[config.mk]
export PLATFORM = sky130hd
export DESIGN_NAME = reg_wb_arbiter
export DESIGN_NICKNAME = d
export VERILOG_FILES = /design/src/rtl/reg_wb_arbiter.sv
export SDC_FILE = /design/constraint.sdc
export NUM_CORES = 1
export LEC_CHECK = 0
export CAP_MARGIN = 25
export CORE_MARGIN = 2
export CORE_UTILIZATION = 45
export DETAILED_ROUTE_END_ITERATION = 10
export GPL_TIMING_DRIVEN = 0
export PLACE_DENSITY = 0.8
export SLEW_MARGIN = 0
export SYNTH_ARGS = -nofsm -noshare
export SYNTH_HDL_FRONTEND = slang
export SYNTH_SLANG_ARGS = --single-unit
[constraint.sdc]
create_clock -name clk -period 1.9 [get_ports clk]
set_clock_uncertainty 0.1 [all_clocks]
set_input_delay 0.19 -clock clk [delete_from_list [all_inputs] [get_ports clk]]
set_output_delay 0.19 -clock clk [all_outputs]
set_load 0.1 [all_outputs]
[src/rtl/reg_wb_arbiter.sv]
// Register-page header plus single register-file write port arbiter.
// Loads win the write port; a colliding ALU write waits in a one-entry hold.
module reg_wb_arbiter #(
    parameter int PAGE_W  = 2,
    parameter int FIELD_W = 2,
    parameter int DATA_W  = 8,
    parameter int CNT_W   = 8
) (
    input  logic                        clk,
    input  logic                        reset,
    input  logic                        set_pa_en,
    input  logic [PAGE_W-1:0]           set_pa_val,
    input  logic                        alu_wr_valid,
    input  logic [FIELD_W-1:0]          alu_wr_field,
    input  logic [DATA_W-1:0]           alu_wr_data,
    input  logic                        ld_wr_valid,
    input  logic [PAGE_W+FIELD_W-1:0]   ld_wr_addr,
    input  logic [DATA_W-1:0]           ld_wr_data,
    input  logic [FIELD_W-1:0]          rd_field,
    output logic [PAGE_W-1:0]           page,
    output logic [PAGE_W+FIELD_W-1:0]   rd_addr,
    output logic                        rd_hazard,
    output logic                        alu_stall,
    output logic                        rf_we,
    output logic [PAGE_W+FIELD_W-1:0]   rf_waddr,
    output logic [DATA_W-1:0]           rf_wdata,
    output logic [CNT_W-1:0]            conflict_cnt
);
    localparam int AW = PAGE_W + FIELD_W;

    typedef enum logic {IDLE, HELD} state_t;

    state_t            state, state_nx;
    logic [AW-1:0]     hold_addr;
    logic [DATA_W-1:0] hold_data;
    logic [AW-1:0]     alu_addr;
    logic              we_nx, capture, bump;
    logic [AW-1:0]     waddr_nx;
    logic [DATA_W-1:0] wdata_nx;

    // Old page is used here: a same-cycle set-page only takes effect at the edge.
    assign alu_addr  = {page, alu_wr_field};
    assign rd_addr   = {page, rd_field};
    assign alu_stall = (state == HELD);
    assign rd_hazard = (state == HELD) && (hold_addr == rd_addr);

    always_comb begin
        state_nx = state;
        we_nx    = 1'b0;
        waddr_nx = rf_waddr;
        wdata_nx = rf_wdata;
        capture  = 1'b0;
        bump     = 1'b0;
        case (state)
            IDLE: begin
                if (ld_wr_valid) begin
                    we_nx    = 1'b1;
                    waddr_nx = ld_wr_addr;
                    wdata_nx = ld_wr_data;
                    if (alu_wr_valid) begin
                        capture  = 1'b1;
                        bump     = 1'b1;
                        state_nx = HELD;
                    end
                end else if (alu_wr_valid) begin
                    we_nx    = 1'b1;
                    waddr_nx = alu_addr;
                    wdata_nx = alu_wr_data;
                end
            end
            HELD: begin
                if (ld_wr_valid) begin
                    we_nx    = 1'b1;
                    waddr_nx = ld_wr_addr;
                    wdata_nx = ld_wr_data;
                    bump     = alu_wr_valid;
                end else begin
                    // Held write drains; any new ALU request stays stalled this cycle.
                    we_nx    = 1'b1;
                    waddr_nx = hold_addr;
                    wdata_nx = hold_data;
                    state_nx = IDLE;
                end
            end
            default: state_nx = IDLE;
        endcase
    end

    always_ff @(posedge clk or posedge reset) begin
        if (reset) begin
            state        <= IDLE;
            page         <= '0;
            hold_addr    <= '0;
            hold_data    <= '0;
            rf_we        <= 1'b0;
            rf_waddr     <= '0;
            rf_wdata     <= '0;
            conflict_cnt <= '0;
        end else begin
            state    <= state_nx;
            rf_we    <= we_nx;
            rf_waddr <= waddr_nx;
            rf_wdata <= wdata_nx;
            if (set_pa_en) page <= set_pa_val;
            if (capture) begin
                hold_addr <= alu_addr;
                hold_data <= alu_wr_data;
            end
            if (bump && !(&conflict_cnt)) conflict_cnt <= conflict_cnt + 1'b1;
        end
    end
endmodule

Word-level counts from Yosys, hierarchy flattened. Cells that the tools add are included.

Reductions and logical operators: 4. Add/subtract/negate cells: 1. Mux-type cells: 17. Bitwise gates (word level): 1. Eq/ne operators: 2.

Operators with widths (number): 8-bit two-way mux (3); 8-bit case mux with 2 select lines (1); 4-bit two-way mux (3); 8-bit by 1-bit adder with 8-bit output, second input constant (1); 4-bit case mux with 2 select lines (1); 8-bit AND reduction (1); 1-bit two-way mux (6); 1-bit case mux with 2 select lines (3); 4-bit == test (1); 3-bit != test, second input constant (1); 1-bit logical AND (2); 1-bit logical NOT (1); 1-bit inverter (1).

Register bits after elaboration: 36. Word-level logic and storage cells: 33. Input bits: 31. Output and inout port bits: 29.

Longest topological paths before layout. Gate-level depths: netlist of the first run.

Word-level depth: 4. Depth in mapped cells: 6. Depth with buffers taken out: 5.

Worst setup path after synthesis of the first run. No wires, ideal clock.

Path type: reg-to-output. Start: register state, in the netlist alu_stall. End: output port rd_hazard. Setup slack: -3.025 ns. Required time: 1.610 ns. Path buffers: 2. Cell stages (with the launch flop): 5. Data arrival time: 4.635 ns. Path through: dfrtp_1 -> buf_2 -> buf_4 -> o21ai_0 -> nor4b_1.

Cells in the longest elaborated chain, start to end: 1.

Ends and longest elaborated chain: start, declared (RTL line 33) `state_t state, state_nx;`; start signal, assigned (RTL line 100) `state <= state_nx;`; 1-bit logical AND (RTL line 45) `assign rd_hazard = (state == HELD) && (hold_addr == rd_addr);`; end, declared (RTL line 22) `output logic rd_hazard,`.

No other way between the ends.

Worst setup path in the final report of the first run. Ends and elaborated chain as after synthesis.

==> results of run 1 <==
## through the flow
| step | util (%) | worst slack, ns | TNS [ns] |
|---|---|---|---|
| finish | 68.9 | 0.0122 | 0 |
| global route | 68.9 | -0.0695 | -0.0695 |
| CTS | 68.8 | -0.0127 | -0.0127 |
| detailed placement | 66.8 | -0.776 | -1.44 |
| global placement | 66.1 | -0.771 | -2.70 |
| floorplan | - | -0.490 | -0.490 |
## worst max-delay path by stage
stage	startpoint	depth (start not counted)	endpoint
after detailed placement	rd_field[0]	4	rd_hazard
final	alu_stall$_DFF_PP0_	5	rd_hazard
after CTS	page[1]$_DFFE_PP0P_	4	rd_hazard
after global routing	page[1]$_DFFE_PP0P_	4	rd_hazard
after global placement	rd_field[0]	4	rd_hazard
after floorplan	alu_stall$_DFF_PP0_	4	rd_hazard
## synth_stat cells
library cell / instances
nor3_2: 1
mux2_1: 14
o22ai_1: 1
a222oi_1: 1
nor4b_1: 1
o21a_1: 1
nor2_1: 15
or2_1: 1
dfrtp_1: 36
and3_1: 1
nand2b_2: 1
nand4_1: 3
mux2i_1: 13
o21ai_0: 2
clkbuf_1: 2
nor3_1: 1
inv_1: 5
ha_1: 1
inv_2: 1
a21oi_1: 15
buf_4: 6
xor2_1: 3
nand2_1: 16
xnor2_1: 2
nand3_1: 2
and2_4: 1
buf_2: 4
o21ai_1: 14
## timing repair
action | CTS | global route
pin swaps | 0 | 1
buffers inserted | 0 | 1
gates resized for setup | 44 | 2
endpoints found under the setup margin | 29 | 3
## layout make-up
cell class / instances / area [µm²] / area share (%)
inverter: 6 / 25.0 / 0.993
sequential: 36 / 920 / 36.5
timing repair buffer: 60 / 587 / 23.3
clock buffer: 8 / 90.1 / 3.57
buffer: 12 / 91.3 / 3.62
multi-input combinational: 110 / 748 / 29.7
tap: 48 / 60.1 / 2.38
## critical path, cell delays in order (launching register included)
cell and delay, ns:
dfrtp_4 0.41, buf_6 0.14, buf_12 0.15, o21ai_4 0.06, nor4b_4 0.29, buf_6 0.26
## state kept, by name (all words and copies together), names as in the netlist
| signal | count |
|---|---|
| rf_we | 1 |
| alu_stall | 1 |
| page | 2 |
| rf_wdata | 8 |
| rf_waddr | 4 |
| hold_data | 8 |
| hold_addr | 4 |
| conflict_cnt | 8 |
## layer usage
| layer | wire, µm | GRT usage, % | vias to the layer above |
|---|---|---|---|
| met4 | 66 | 7.81 | 0 |
| li1 | - | - | 696 |
| met5 | 0 | 0 | - |
| met3 | 149 | 4.26 | 6 |
| met2 | 1740 | 30.7 | 29 |
| met1 | 1820 | 27.5 | 641 |
## where the power goes
part	total [µW]	internal, µW	switching (µW)
logic	1360	330	1030
clock network	544	295	249
registers	1070	932	138
## kinds of logic after synthesis
logic type / synth area share, %
AND/OR/NAND/NOR: 11.6
XOR/XNOR: 2.55
buffers and inverters: 5.54
AO/OA/AOI/OAI: 10.4
flip-flops: 52.4
multiplexers: 16.8
adder cells (fa/ha/maj): 0.728
==> flow_metrics.tcl, run 1 <==
set metrics [dict create \
    layout.cells.non_filler 280 \
    antenna_cells 0 \
    dr.pass1.iters 4 \
    via_per_inst 4.90 \
    dieArea_um2 4330 \
    grt_overflow 0 \
    layout_common_cells "clkdlybuf4s50_1, dfrtp_1, dlygate4sd2_1, nand2_1" \
    die_y_um 65.8 \
    final_common_cell "clkdlybuf4s50_1" \
    dp_hpwl_um 2960 \
    hold_slack_ns 0.182 \
    cts.sinks 36 \
    gp_congestion 0.756 \
    syn_avg_cell_area_um2 10.5 \
    ctsHoldBuffers 0 \
    finalSetupViolCount 0 \
    power.density_nw_per_um2 1180 \
    critPathLaunchType "flip-flop" \
    place_area_um2 2450 \
    numPortBuffers 58 \
    grt_usage_pct 19.9 \
    drt.antenna.violating_nets 0 \
    cts_tree "done" \
    tightest_slew_ns 0.974 \
    finalHoldViolations 0 \
    syn-cell-area_um2 1720 \
    wire_per_inst_um 13.5 \
    cp_data_arrival_time_ns 1.60 \
    area_growth_pct 46.8 \
    worst_setup_path_end_kind "output port" \
    cp.required_ns 1.61 \
    placedCellCount 271 \
    post-route-cell-area_um2 2520 \
    status "finished clean" \
    grt_pass1_wl_um 6350 \
    hp-class "primary input to flip-flop" \
    numCtsBuffers 5 \
    finalNetCount 263 \
    leakage_uw 0.00111 \
    coreArea_um2 3660 \
    yosys_warnings 0 \
    peakVddDrop_mv 0.649 \
    finalPower_uw 2970 \
    grt_start_max_net_pins 20 \
    io_pins 60 \
    final_max_slew_viol_count 0 \
    vias 1372 \
    clk-insertion-delay-late_ns 0.28 \
    worstHoldPathCells 3 \
    clk_pin_slew_ns 0.06 \
    fin_crit_sh_pct 99.4 \
    die_x_um 65.8 \
    hold_start "ld_wr_valid" \
    first_iter_violations 69 \
    cap_violations 0 \
    wirelength_um 3780 \
    fmax_mhz 530 \
    fill_cells 294 \
    rsz0062_at_grt "yes" \
    r2r-end "hold_data[3]$_DFFE_PP0P_" \
    syn_inst 164 \
    drcViolationCount 0 \
    worstSetupPathType "flip-flop to output port" \
    seq_area_frac_synth_pct 52.4 \
    clk_path_buf_depth 2 \
    r2r.worst_path.cells 4 \
    synthTopCellsByArea "dfrtp_1, mux2_1, mux2i_1" \
    htree_levels 2 \
    yosysUniqueCellTypes 28 \
    yosysTopAreaCell "dfrtp_1" \
    holdPathEnd "rf_wdata[2]$_DFFE_PP0P_" \
    drive_above_1_share_pct 17.7 \
    max_slew_margin_pct 35.3 \
    cts-root-buf "clkbuf_8" \
    synth_nets 196 \
    antenna_found_initial 0 \
    start_util_pct 46.9 \
    crit_fanout 10 \
    r2r_setup_slack_ns 0.28 \
    grt_pass1_vias 1309 \
    synth_top_area_share_pct 52.4 \
    rows 22 \
    r2r_start "alu_stall$_DFF_PP0_" \
    fin_crit_ns 1.89 \
    ys_seq_elements 36 \
]
Note: power is estimated with default switching activity, not from simulation.
==> run 2, diff against run 1 <==
- ABC_CLOCK_PERIOD_IN_PS: not set -> 1900
- CORE_MARGIN: 2 -> not set
- SETUP_SLACK_MARGIN: not set -> 0.15
==> run 2 against run 1 <==
Against the previous run: the flow now finishes with violations (setup timing); critical path depth is 1 lower; clock power is 34% higher; sequential power hardly changed; combinational power is 4% higher; routed wire length is 2.3% higher; die area is 6.0% lower; count of clock-buffer cells in the layout is 1 lower; fmax is 1.0% lower; sequential share of layout area is 1.3 points lower; hold slack better by 0.015 ns; flip-flop and latch count stayed put; non-clock buffer count is 2 higher; critical path type unchanged; largest power group unchanged.
==> flow_metrics.tcl, run 2 (synthesis gave the netlist of run 1 again) <==
set metrics [dict create \
    gp_congestion 0.787 \
    fin_ws_ns -0.00762 \
    cts-root-buf "clkbuf_8" \
    grt_pass1_vias 1455 \
    io_pins 60 \
    r2r_setup_slack_ns 0.26 \
    numPortBuffers 58 \
    via_per_inst 5.14 \
    area_growth_pct 52.8 \
    clk-insertion-delay-late_ns 0.29 \
    cp_data_arrival_time_ns 1.62 \
    cts_tree "done" \
    wirelength_um 3860 \
    drcViolationCount 0 \
    clk_pin_slew_ns 0.07 \
    hold_slack_ns 0.197 \
    fill_cells 265 \
    status "complete, but fails checks" \
    tightest_slew_ns 0.939 \
    wire_per_inst_um 13.7 \
    worst_setup_path_end_kind "output port" \
    start_util_pct 46.9 \
    power.density_nw_per_um2 1230 \
    drive_above_1_share_pct 29.1 \
    die_x_um 63.8 \
    antenna_found_initial 0 \
    grt_start_max_net_pins 24 \
    fin_crit_ns 1.91 \
    cap_violations 0 \
    ctsHoldBuffers 0 \
    endpoint "rd_hazard" \
    grt_overflow 0 \
    r2r_start "alu_stall$_DFF_PP0_" \
    final_max_slew_viol_count 0 \
    grt_pass1_wl_um 6520 \
    fin_crit_sh_pct 100 \
    largest_registers "conflict_cnt: 8 flops, hold_data: 8 flops, rf_wdata: 8 flops" \
    r2r.worst_path.cells 5 \
    clk_path_buf_depth 2 \
    worstSetupPathType "flip-flop to output port" \
    hp-class "primary input to flip-flop" \
    rows 22 \
    antenna_cells 0 \
    dieArea_um2 4070 \
    finalSetupViolCount 1 \
    htree_levels 2 \
    fin_setup_tns_ns -0.00762 \
    final_common_cell "clkdlybuf4s50_1" \
    cts.sinks 36 \
    dp_hpwl_um 2900 \
    rsz0062_at_grt "yes" \
    numCtsBuffers 5 \
    r2r-end "rf_waddr[0]$_DFFE_PP0P_" \
    drt.antenna.violating_nets 0 \
    layout_common_cells "clkdlybuf4s50_1, clkdlybuf4s15_2, dfrtp_1, nand2_1" \
    violations "setup timing" \
    peakVddDrop_mv 0.713 \
    grt_usage_pct 21.0 \
    fmax_mhz 524 \
    dr.pass1.iters 4 \
    vias 1450 \
    coreArea_um2 3660 \
    die_y_um 63.8 \
    critPathLaunchType "flip-flop" \
    cp-startpoint "page[1]$_DFFE_PP0P_" \
    max_slew_margin_pct 37.6 \
    pre_cts_ws_ns -0.753 \
    first_iter_violations 58 \
    finalNetCount 265 \
    cp.required_ns 1.61 \
    leakage_uw 0.00111 \
    finalHoldViolations 0 \
    crit_fanout 4 \
]
## run 2: cell types whose count changed in the layout (fill, tap and decap cells not counted)
cell	change
clkbuf_2	-1
buf_4	+3
dfrtp_2	-2
clkbuf_1	-2
bufinv_16	+1
buf_8	+1
buf_16	-1
clkdlybuf4s15_2	+23
dlygate4sd2_1	-23
clkbuf_8	+1
dfrtp_4	+2
## run 2: area by class of cell
| type | instances | area, µm² | share of cell area (%) |
|---|---|---|---|
| clock buffer | 7 | 96.3 | 3.67 |
| timing repair buffer | 62 | 649 | 24.7 |
| tap | 48 | 60.1 | 2.29 |
| multi-input combinational | 110 | 748 | 28.5 |
| inverter | 6 | 25.0 | 0.953 |
| buffer | 12 | 91.3 | 3.48 |
| sequential | 36 | 925 | 35.2 |
| clock inverter | 1 | 30.0 | 1.14 |
## run 2: worst min path at each step
stage,start,to,slack [ns],depth (start not counted)
floorplan,set_pa_en,page[1]$_DFFE_PP0P_,0.18,1
global placement,rf_wdata[4]$_DFFE_PP0P_,rf_wdata[4]$_DFFE_PP0P_,0.37,2
detailed placement,rf_wdata[4]$_DFFE_PP0P_,rf_wdata[4]$_DFFE_PP0P_,0.38,2
CTS,ld_wr_valid,rf_waddr[2]$_DFFE_PP0P_,0.18,3
global route,ld_wr_valid,rf_waddr[1]$_DFFE_PP0P_,0.19,3
finish,ld_wr_valid,rf_wdata[1]$_DFFE_PP0P_,0.20,3
## run 2: where the power goes
part	internal [µW]	switching (µW)	total, µW
Clock	463	266	729
Sequential	941	144	1080
Combinational	374	1030	1410
Total	1780	1440	3220
## run 2: what timing repair did
action                     4_1_cts  5_1_grt
resized for setup               90        2
setup endpoints to repair       29        2
pin swaps                        0        1
buffers inserted                 0        3
## run 2: critical path, cell delays in order, from the launching register on
cell and delay (ns):
dfrtp_4 0.45, inv_4 0.05, a222oi_1 0.32, nor4b_4 0.26, buf_6 0.26
## run 2: metrics by stage
step | cell area [µm²] | instances | power, µW | util [%]
after global placement | 2420 | 270 | 2500 | 66.2
after floorplan | 1780 | 164 | 2150 | -
after detailed placement | 2440 | 271 | 2530 | 66.6
after CTS | 2610 | 279 | 3230 | 71.2
final | 2630 | 282 | 3220 | 71.7
after global routing | 2630 | 282 | 3360 | 71.7
## run 2: layer usage
layer / share of wire [%] / GRT usage [%] / vias to the layer above
met4: 0.93 / 8.52 / 0
li1: - / - / 700
met2: 49 / 33.9 / 45
met1: 46 / 26.5 / 701
met5: 0 / 0 / -
met3: 4.1 / 5.89 / 4
==> run 3, diff against run 2 <==
- ABC_CLOCK_PERIOD_IN_PS: 1900 -> not set
==> results of run 3 <==
Final layout, timing and power as in run 2 (identical DEF).
